==> config.mk <==
export PLATFORM = sky130hd
export DESIGN_NAME = cache_line_refill_engine_flat
export DESIGN_NICKNAME = d
export VERILOG_FILES = /design/src/rtl/cache_line_refill_engine_if.sv /design/src/rtl/cache_line_refill_engine.sv /design/src/flat_wrapper.sv
export SDC_FILE = /design/constraint.sdc
export NUM_CORES = 2
export LEC_CHECK = 0
export CORE_AREA = 2 2 478 480
export CTS_CLUSTER_SIZE = 12
export DETAILED_ROUTE_END_ITERATION = 10
export DIE_AREA = 0 0 480 482
export GPL_TIMING_DRIVEN = 1
export PLACE_DENSITY = 0.52
export SETUP_SLACK_MARGIN = 0.4
export SYNTH_ARGS = -nofsm -noshare
export SYNTH_HDL_FRONTEND = slang
export SYNTH_SLANG_ARGS = --single-unit
export TNS_END_PERCENT = 20
==> constraint.sdc <==
create_clock -name clk -period 4.5 [get_ports clk]
set_clock_uncertainty 0.1 [all_clocks]
set_input_delay 1.125 -clock clk [delete_from_list [all_inputs] [get_ports clk]]
set_output_delay 1.125 -clock clk [all_outputs]
set_load 0.005 [all_outputs]
==> src/rtl/cache_line_refill_engine_if.sv <==
// Signal bundle between a cache miss requester / external memory and the line refill engine.
// The engine takes the slave modport; the requester-plus-memory side takes the master modport.
interface cache_line_refill_engine_if #(
   parameter int WORD_SIZE      = 32,
   parameter int WORDS_PER_LINE = 16,
   parameter int ADDR_WIDTH     = 32,
   parameter int LINE_BITS      = WORD_SIZE * WORDS_PER_LINE
);
   // Request handshake: a miss transfers on the rising edge where req_valid && req_ready are both
   // high; req_valid must not wait on req_ready, and the request fields are sampled only on that edge.
   logic                  req_valid;
   logic                  req_ready;
   logic [ADDR_WIDTH-1:0] miss_addr;
   logic                  evict_dirty;
   logic [ADDR_WIDTH-1:0] evict_addr;
   logic [LINE_BITS-1:0]  evict_line;

   // Memory beat: a strobe with address (and write data) stays stable until the edge with ext_ack.
   logic [ADDR_WIDTH-1:0] ext_addr;
   logic                  ext_re;
   logic                  ext_wr;
   logic [WORD_SIZE-1:0]  ext_data_out;
   logic [WORD_SIZE-1:0]  ext_data_in;
   logic                  ext_ack;

   logic                  crit_valid;
   logic [WORD_SIZE-1:0]  crit_data;
   logic [LINE_BITS-1:0]  fill_line;
   logic                  done;
   logic                  busy;

   modport master (
      output req_valid, miss_addr, evict_dirty, evict_addr, evict_line, ext_data_in, ext_ack,
      input  req_ready, ext_addr, ext_re, ext_wr, ext_data_out, crit_valid, crit_data,
             fill_line, done, busy
   );

   modport slave (
      input  req_valid, miss_addr, evict_dirty, evict_addr, evict_line, ext_data_in, ext_ack,
      output req_ready, ext_addr, ext_re, ext_wr, ext_data_out, crit_valid, crit_data,
             fill_line, done, busy
   );
endinterface

==> src/rtl/cache_line_refill_engine.sv <==
// Line-miss engine: optional dirty-victim write-back, then a word-by-word refill that is either
// linear or critical-word-first with wrap, presenting the critical word as soon as it arrives.
module cache_line_refill_engine #(
   parameter int WORD_SIZE      = 32,
   parameter int BYTES_PER_WORD = 4,
   parameter int WORDS_PER_LINE = 16,
   parameter int ADDR_WIDTH     = 32,
   parameter bit WRAP_FILL      = 1'b1,
   parameter int LINE_BITS      = WORD_SIZE * WORDS_PER_LINE,
   parameter int OFF_BITS       = $clog2(WORDS_PER_LINE * BYTES_PER_WORD)
) (
   input  logic                        clk,
   input  logic                        rst,
   cache_line_refill_engine_if.slave   bus,
   output logic [1:0]                  dbg_state
);
   localparam int BYTE_BITS = $clog2(BYTES_PER_WORD);
   localparam int IDX_BITS  = $clog2(WORDS_PER_LINE);
   localparam int TAG_BITS  = ADDR_WIDTH - OFF_BITS;
   localparam logic [IDX_BITS-1:0] LAST_IDX = IDX_BITS'(WORDS_PER_LINE - 1);

   typedef enum logic [1:0] {
      IDLE = 2'd0,
      WB   = 2'd1,
      FILL = 2'd2,
      DONE = 2'd3
   } state_t;

   state_t               state;
   logic [IDX_BITS-1:0]  idx;
   logic [IDX_BITS-1:0]  crit_idx;
   logic [TAG_BITS-1:0]  miss_tag;
   logic [TAG_BITS-1:0]  evict_tag;
   logic [LINE_BITS-1:0] evict_data;
   logic [LINE_BITS-1:0] fill_data;
   logic [WORD_SIZE-1:0] crit_word;
   logic                 crit_pulse;
   logic [IDX_BITS-1:0]  fill_start;
   logic [IDX_BITS-1:0]  fill_word;
   logic                 last_beat;
   logic                 unused_addr_bits;

   function automatic logic [ADDR_WIDTH-1:0] beat_addr(input logic [TAG_BITS-1:0] tag,
                                                       input logic [IDX_BITS-1:0] word);
      beat_addr = {tag, {OFF_BITS{1'b0}}} + (ADDR_WIDTH'(word) << BYTE_BITS);
   endfunction

   assign last_beat  = (idx == LAST_IDX);
   assign fill_start = WRAP_FILL ? crit_idx : '0;
   // Adding in IDX_BITS width wraps the fill order inside the line for free.
   assign fill_word  = fill_start + idx;

   always_ff @(posedge clk) begin
      if (rst) begin
         state      <= IDLE;
         idx        <= '0;
         crit_idx   <= '0;
         miss_tag   <= '0;
         evict_tag  <= '0;
         evict_data <= '0;
         fill_data  <= '0;
         crit_word  <= '0;
         crit_pulse <= 1'b0;
      end else begin
         crit_pulse <= 1'b0;
         unique case (state)
            IDLE: begin
               if (bus.req_valid) begin
                  miss_tag   <= bus.miss_addr[ADDR_WIDTH-1 -: TAG_BITS];
                  crit_idx   <= bus.miss_addr[BYTE_BITS +: IDX_BITS];
                  evict_tag  <= bus.evict_addr[ADDR_WIDTH-1 -: TAG_BITS];
                  evict_data <= bus.evict_line;
                  fill_data  <= '0;
                  crit_word  <= '0;
                  idx        <= '0;
                  state      <= bus.evict_dirty ? WB : FILL;
               end
            end
            WB: begin
               // idx rolls over to 0 on the last beat, ready for the fill.
               if (bus.ext_ack) begin
                  idx <= idx + 1'b1;
                  if (last_beat) state <= FILL;
               end
            end
            FILL: begin
               if (bus.ext_ack) begin
                  fill_data[int'(fill_word) * WORD_SIZE +: WORD_SIZE] <= bus.ext_data_in;
                  if (fill_word == crit_idx) begin
                     crit_word  <= bus.ext_data_in;
                     crit_pulse <= 1'b1;
                  end
                  idx <= idx + 1'b1;
                  if (last_beat) state <= DONE;
               end
            end
            DONE: state <= IDLE;
            default: state <= IDLE;
         endcase
      end
   end

   always_comb begin
      bus.ext_addr     = '0;
      bus.ext_data_out = '0;
      case (state)
         WB: begin
            bus.ext_addr     = beat_addr(evict_tag, idx);
            bus.ext_data_out = evict_data[int'(idx) * WORD_SIZE +: WORD_SIZE];
         end
         FILL: bus.ext_addr = beat_addr(miss_tag, fill_word);
         default: ;
      endcase
   end

   assign bus.req_ready  = (state == IDLE);
   assign bus.busy       = (state != IDLE);
   assign bus.ext_wr     = (state == WB);
   assign bus.ext_re     = (state == FILL);
   assign bus.done       = (state == DONE);
   assign bus.crit_valid = crit_pulse;
   assign bus.crit_data  = crit_word;
   assign bus.fill_line  = fill_data;
   assign dbg_state      = state;

   // Byte-offset bits below the word (and the victim's line offset) carry no meaning here.
   assign unused_addr_bits = ^{bus.miss_addr, bus.evict_addr};
endmodule

==> src/flat_wrapper.sv <==
// flat-port wrapper written by rule: the top's interface ports become plain ports
module cache_line_refill_engine_flat 
#(
   parameter int WORD_SIZE      = 32,
   parameter int BYTES_PER_WORD = 4,
   parameter int WORDS_PER_LINE = 16,
   parameter int ADDR_WIDTH     = 32,
   parameter bit WRAP_FILL      = 1'b1,
   parameter int LINE_BITS      = WORD_SIZE * WORDS_PER_LINE,
   parameter int OFF_BITS       = $clog2(WORDS_PER_LINE * BYTES_PER_WORD)
)
  (clk, rst, dbg_state, bus_req_valid, bus_miss_addr, bus_evict_dirty, bus_evict_addr, bus_evict_line, bus_ext_data_in, bus_ext_ack, bus_req_ready, bus_ext_addr, bus_ext_re, bus_ext_wr, bus_ext_data_out, bus_crit_valid, bus_crit_data, bus_fill_line, bus_done, bus_busy);
  cache_line_refill_engine_if #(.WORD_SIZE(WORD_SIZE), .WORDS_PER_LINE(WORDS_PER_LINE), .ADDR_WIDTH(ADDR_WIDTH), .LINE_BITS(LINE_BITS)) bus_i ();
  input  logic clk;
  input  logic rst;
  output logic [1:0] dbg_state;
  input wire logic [$bits(bus_i.req_valid)-1:0] bus_req_valid;
  input wire logic [$bits(bus_i.miss_addr)-1:0] bus_miss_addr;
  input wire logic [$bits(bus_i.evict_dirty)-1:0] bus_evict_dirty;
  input wire logic [$bits(bus_i.evict_addr)-1:0] bus_evict_addr;
  input wire logic [$bits(bus_i.evict_line)-1:0] bus_evict_line;
  input wire logic [$bits(bus_i.ext_data_in)-1:0] bus_ext_data_in;
  input wire logic [$bits(bus_i.ext_ack)-1:0] bus_ext_ack;
  output wire logic [$bits(bus_i.req_ready)-1:0] bus_req_ready;
  output wire logic [$bits(bus_i.ext_addr)-1:0] bus_ext_addr;
  output wire logic [$bits(bus_i.ext_re)-1:0] bus_ext_re;
  output wire logic [$bits(bus_i.ext_wr)-1:0] bus_ext_wr;
  output wire logic [$bits(bus_i.ext_data_out)-1:0] bus_ext_data_out;
  output wire logic [$bits(bus_i.crit_valid)-1:0] bus_crit_valid;
  output wire logic [$bits(bus_i.crit_data)-1:0] bus_crit_data;
  output wire logic [$bits(bus_i.fill_line)-1:0] bus_fill_line;
  output wire logic [$bits(bus_i.done)-1:0] bus_done;
  output wire logic [$bits(bus_i.busy)-1:0] bus_busy;
  assign bus_i.req_valid = bus_req_valid;
  assign bus_i.miss_addr = bus_miss_addr;
  assign bus_i.evict_dirty = bus_evict_dirty;
  assign bus_i.evict_addr = bus_evict_addr;
  assign bus_i.evict_line = bus_evict_line;
  assign bus_i.ext_data_in = bus_ext_data_in;
  assign bus_i.ext_ack = bus_ext_ack;
  assign bus_req_ready = bus_i.req_ready;
  assign bus_ext_addr = bus_i.ext_addr;
  assign bus_ext_re = bus_i.ext_re;
  assign bus_ext_wr = bus_i.ext_wr;
  assign bus_ext_data_out = bus_i.ext_data_out;
  assign bus_crit_valid = bus_i.crit_valid;
  assign bus_crit_data = bus_i.crit_data;
  assign bus_fill_line = bus_i.fill_line;
  assign bus_done = bus_i.done;
  assign bus_busy = bus_i.busy;
  cache_line_refill_engine #(.WORD_SIZE(WORD_SIZE), .BYTES_PER_WORD(BYTES_PER_WORD), .WORDS_PER_LINE(WORDS_PER_LINE), .ADDR_WIDTH(ADDR_WIDTH), .WRAP_FILL(WRAP_FILL), .LINE_BITS(LINE_BITS), .OFF_BITS(OFF_BITS)) u_core (.clk(clk), .rst(rst), .bus(bus_i), .dbg_state(dbg_state));
endmodule
==> summary.md <==
| Metric | Value |
|---|---|
| DRT Pass-1 Iters | `5` |
| Slowest-stage cell, CP | `mux4_2` |
| Post-synthesis mux area share | `9.44%` |
| Nets | `6,660` |
| All-layer global routing usage | `19.7%` |
| CP max FO | `6` |
| Leak | `0.0233 uW` |
| DIE AREA | `0.231 mm^2` |
| CTS hold repair buffers | `0` |
| Synth unique cells | `63` |
| Synth Area in XOR/XNOR | `0.147%` |
| Maximum root-to-sink buffer count | `3` |
| Initial DRC Count | `3,384` |
| Fin cells | `9,170` |
| Later-pin clock latency in the skew report | `0.79 ns` |
| CP delay by family, top | `multiplexers` |
| Synthesis-to-finish area growth | `50.3%` |
| Vias in the first global route | `41.6k` |
| Largest family of logic cells by synthesized area | `compound AO/OA/AOI/OAI gates` |
| Std cell rows | `175` |
| Grt ovf | `0` |
| Setup slack after layout | `-0.0866 ns` |
| Core Region | `0.226 mm^2` |
| First-pass GRT wire length | `326,000 um` |
| Share of the yosys chip area belonging to registers | `49.7%` |
| CTS tree | `built` |
| Adder and majority gate portion of the synthesized area | `0.350%` |
| Syn. warnings | `0` |
| Period utilization | `102%` |
| Port Buffers | `1,218` |
| Drt wl/cell | `26.1 um` |
| Final min period | `4.59 ns` |
| Crit path cell chain | `buf_16, buf_12, buf_16, mux4_2, mux4_2, and2_4, buf_6` |
| Post-Syn Area per Cell | `9.19 um^2` |
| Async SR Flop Fraction | `0%` |
| Synthesized flop and latch total | `1,119` |
| GP Congestion | `0.850` |
| DP Cell Count | `8,812` |
| Max-Cap Viols | `0` |
| Post-DP HPWL | `175,000 um` |
| WP buf/inv | `4` |
| Main synth FF type | `dfxtp_1` |
| ANT nets after route | `0` |
| Post-Place Worst Slack | `0.295 ns` |
| Share of post-route cells with drive strength above 1 | `13.4%` |
| Clk pin slew, worst setup/hold paths | `0.06 ns` |
| Total Wirelength | `239,000 um` |
| Crit. End Element | `primary output` |
| Simple-gate share of the synthesized area | `16.3%` |
| Critical path launch point type | `flip-flop` |
| Final hold viol count | `0` |
| Clock Sinks | `1,119` |
| Fill count | `23.8k` |
| Die Width | `480 um` |
| PD cells | `498 mW/mm^2` |
| Largest net degree at the start of global routing | `168` |
| Slew margin rel. | `16.7%` |
| Final setup violation count | `6` |
| Worst path max stage delay | `0.67 ns` |
| Compound-cell area share of the yosys netlist | `18.5%` |
| CP required | `3.27 ns` |
| Starting Density | `19.9%` |
| Post-synth EDFFs | `0` |
| Netlist Area Pre-Place | `0.0450 mm^2` |
| RSZ-0062 raised after global routing | `yes` |
| Detailed-route via count | `42.9k` |
| Worst hold path type | `reg -> reg` |
| Worst slew pin tran | `1.25 ns` |
| DRC | `0` |
| Critical path type | `reg -> out` |
| CTS Buf Count | `133` |
| Highest Clock Rate | `218 MHz` |
| Htree depth | `4` |
| CTS Root Cell | `clkbuf_16` |
| Syn Inst Count | `4,902` |
| Failing checks | `setup timing` |
| VDD IR max | `0.365 mV` |
| Max-slew violations | `0` |
| WP data arrival | `3.36 ns` |
| Die Y-Extent | `482 um` |
| Initial antenna violation count | `56` |
| Vias/cell | `4.68` |
| # IOs | `1,229` |
| Status | `complete, but fails checks` |
[cells in the final DEF (no fill, tap or decap), types with 34 or more instances in the layout]
| cell type | count |
|---|---|
| nand2_1 | 1269 |
| clkdlybuf4s50_1 | 1181 |
| dfxtp_1 | 1113 |
| a21oi_1 | 575 |
| a22o_1 | 180 |
| buf_4 | 170 |
| mux4_2 | 160 |
| inv_1 | 138 |
| clkbuf_16 | 134 |
| o32ai_1 | 81 |
| nor2b_1 | 77 |
| nand2b_1 | 67 |
| o2bb2ai_1 | 65 |
| nor3b_1 | 65 |
| mux2i_1 | 65 |
| a41oi_1 | 64 |
| o31ai_1 | 64 |
| buf_6 | 57 |
| nor2_1 | 49 |
| buf_12 | 46 |
| o32ai_2 | 44 |
| o21ai_0 | 34 |
[per-stage QoR]
step,hold slack (ns),total power (uW),cell area (um^2),TNS [ns],utilization (%)
2_1_floorplan,0.333,16900,45000,0,-
3_3_place_gp,0.339,21700,61000,0,26.9
3_5_place_dp,0.344,21800,61000,0,26.9
4_1_cts,0.352,33900,67000,-3.35,29.6
5_1_grt,0.363,35100,67700,-2.75,29.9
6_report,0.351,33700,67700,-0.189,29.9
[worst reg2reg max path, cell delays in order, from the launching register on]
cell,delay (ns)
dfxtp_4,0.40
buf_4,0.15
buf_4,0.14
fa_2,0.55
inv_1,0.06
ha_1,0.27
inv_2,0.16
nor2_1,0.10
a221oi_4,0.54
o2111ai_4,0.50
clkbuf_16,0.48
o32ai_4,0.50
[layer usage]
| layer | vias to the layer above | track usage, % | routed length (um) |
|---|---|---|---|
| met2 | 1868 | 34.1 | 117000 |
| met3 | 384 | 4.50 | 16900 |
| met1 | 21100 | 23.3 | 94200 |
| met4 | 30 | 8.19 | 10700 |
| met5 | - | 0 | 183 |
| li1 | 19500 | - | - |
[flip-flops by register name, indices dropped and copies added, names as in the netlist]
signal,flops
u_core.bus.fill_line,512
u_core.evict_data,512
u_core.bus.crit_data,32
u_core.evict_tag,26
u_core.miss_tag,26
u_core.crit_idx,4
u_core.idx,4
u_core.dbg_state,2
u_core.bus.crit_valid,1
[report_power, final]
part	internal (uW)	total, uW	switching (uW)
Clock	6570	11400	4780
Combinational	3800	11100	7290
Sequential	10800	11300	482
[repair_timing]
action / CTS / global route
cloned: 6 / 0
hold endpoints to repair: 0 / 0
pin swaps: 9 / 12
setup endpoints to repair: 180 / 156
resized for setup: 237 / 74
buffers inserted: 75 / 16
[area by class of cell]
class	count	area, um^2	area share [%]
Multi-Input combinational cell	3154	21000	31.0
Tap cell	3009	3760	5.56
Inverter	139	522	0.771
Timing Repair Buffer	1488	15300	22.7
Clock inverter	45	711	1.05
Antenna cell	21	52.6	0.0776
Clock buffer	195	3890	5.75
Sequential cell	1119	22400	33.1
[cell usage after synthesis, types with 13 or more instances]
master	count	share of area (%)
a21oi_1	576	6.4
a22o_1	180	3.5
a22oi_1	30	0.50
a32o_1	13	0.29
a41oi_1	65	1.3
and2_1	49	0.68
buf_1	78	0.65
buf_2	64	0.71
clkbuf_1	343	2.9
dfxtp_1	1119	50
inv_1	139	1.2
mux2i_1	65	1.4
mux4_2	160	8.0
nand2_1	1272	11
nand2b_1	67	0.93
nand4_1	23	0.32
nor2_1	49	0.41
nor2b_1	83	1.2
nor3_1	23	0.26
nor3b_1	65	1.1
nor4_1	20	0.28
o21ai_0	35	0.39
o2bb2ai_1	65	1.3
o311ai_0	32	0.62
o31ai_1	65	1.1
o32ai_1	128	2.5
or4_1	15	0.25
[cell families after synthesis]
| logic type | after synthesis |
|---|---|
| AO/OA/AOI/OAI | 1222 |
| XOR/XNOR | 6 |
| adder cells (fa/ha/maj) | 12 |
| buffers and inverters | 630 |
| flip-flops | 1119 |
| multiplexers | 225 |
| other | 1 |
| AND/OR/NAND/NOR | 1687 |
[worst paths after layout]
check / slack [ns] / cells past startpoint / end / startpoint
setup / recovery: -0.09 / 7 / bus_ext_data_out[11] / u_core.idx[0]
hold / removal: 0.35 / 2 / u_core.evict_data[478] / u_core.evict_data[478]
setup reg to reg: 0.45 / 11 / u_core.bus.fill_line[90] / u_core.idx[1]
hold reg to reg: 0.35 / 2 / u_core.evict_data[478] / u_core.evict_data[478]
No activity file was read; power rests on OpenSTA's default activity.
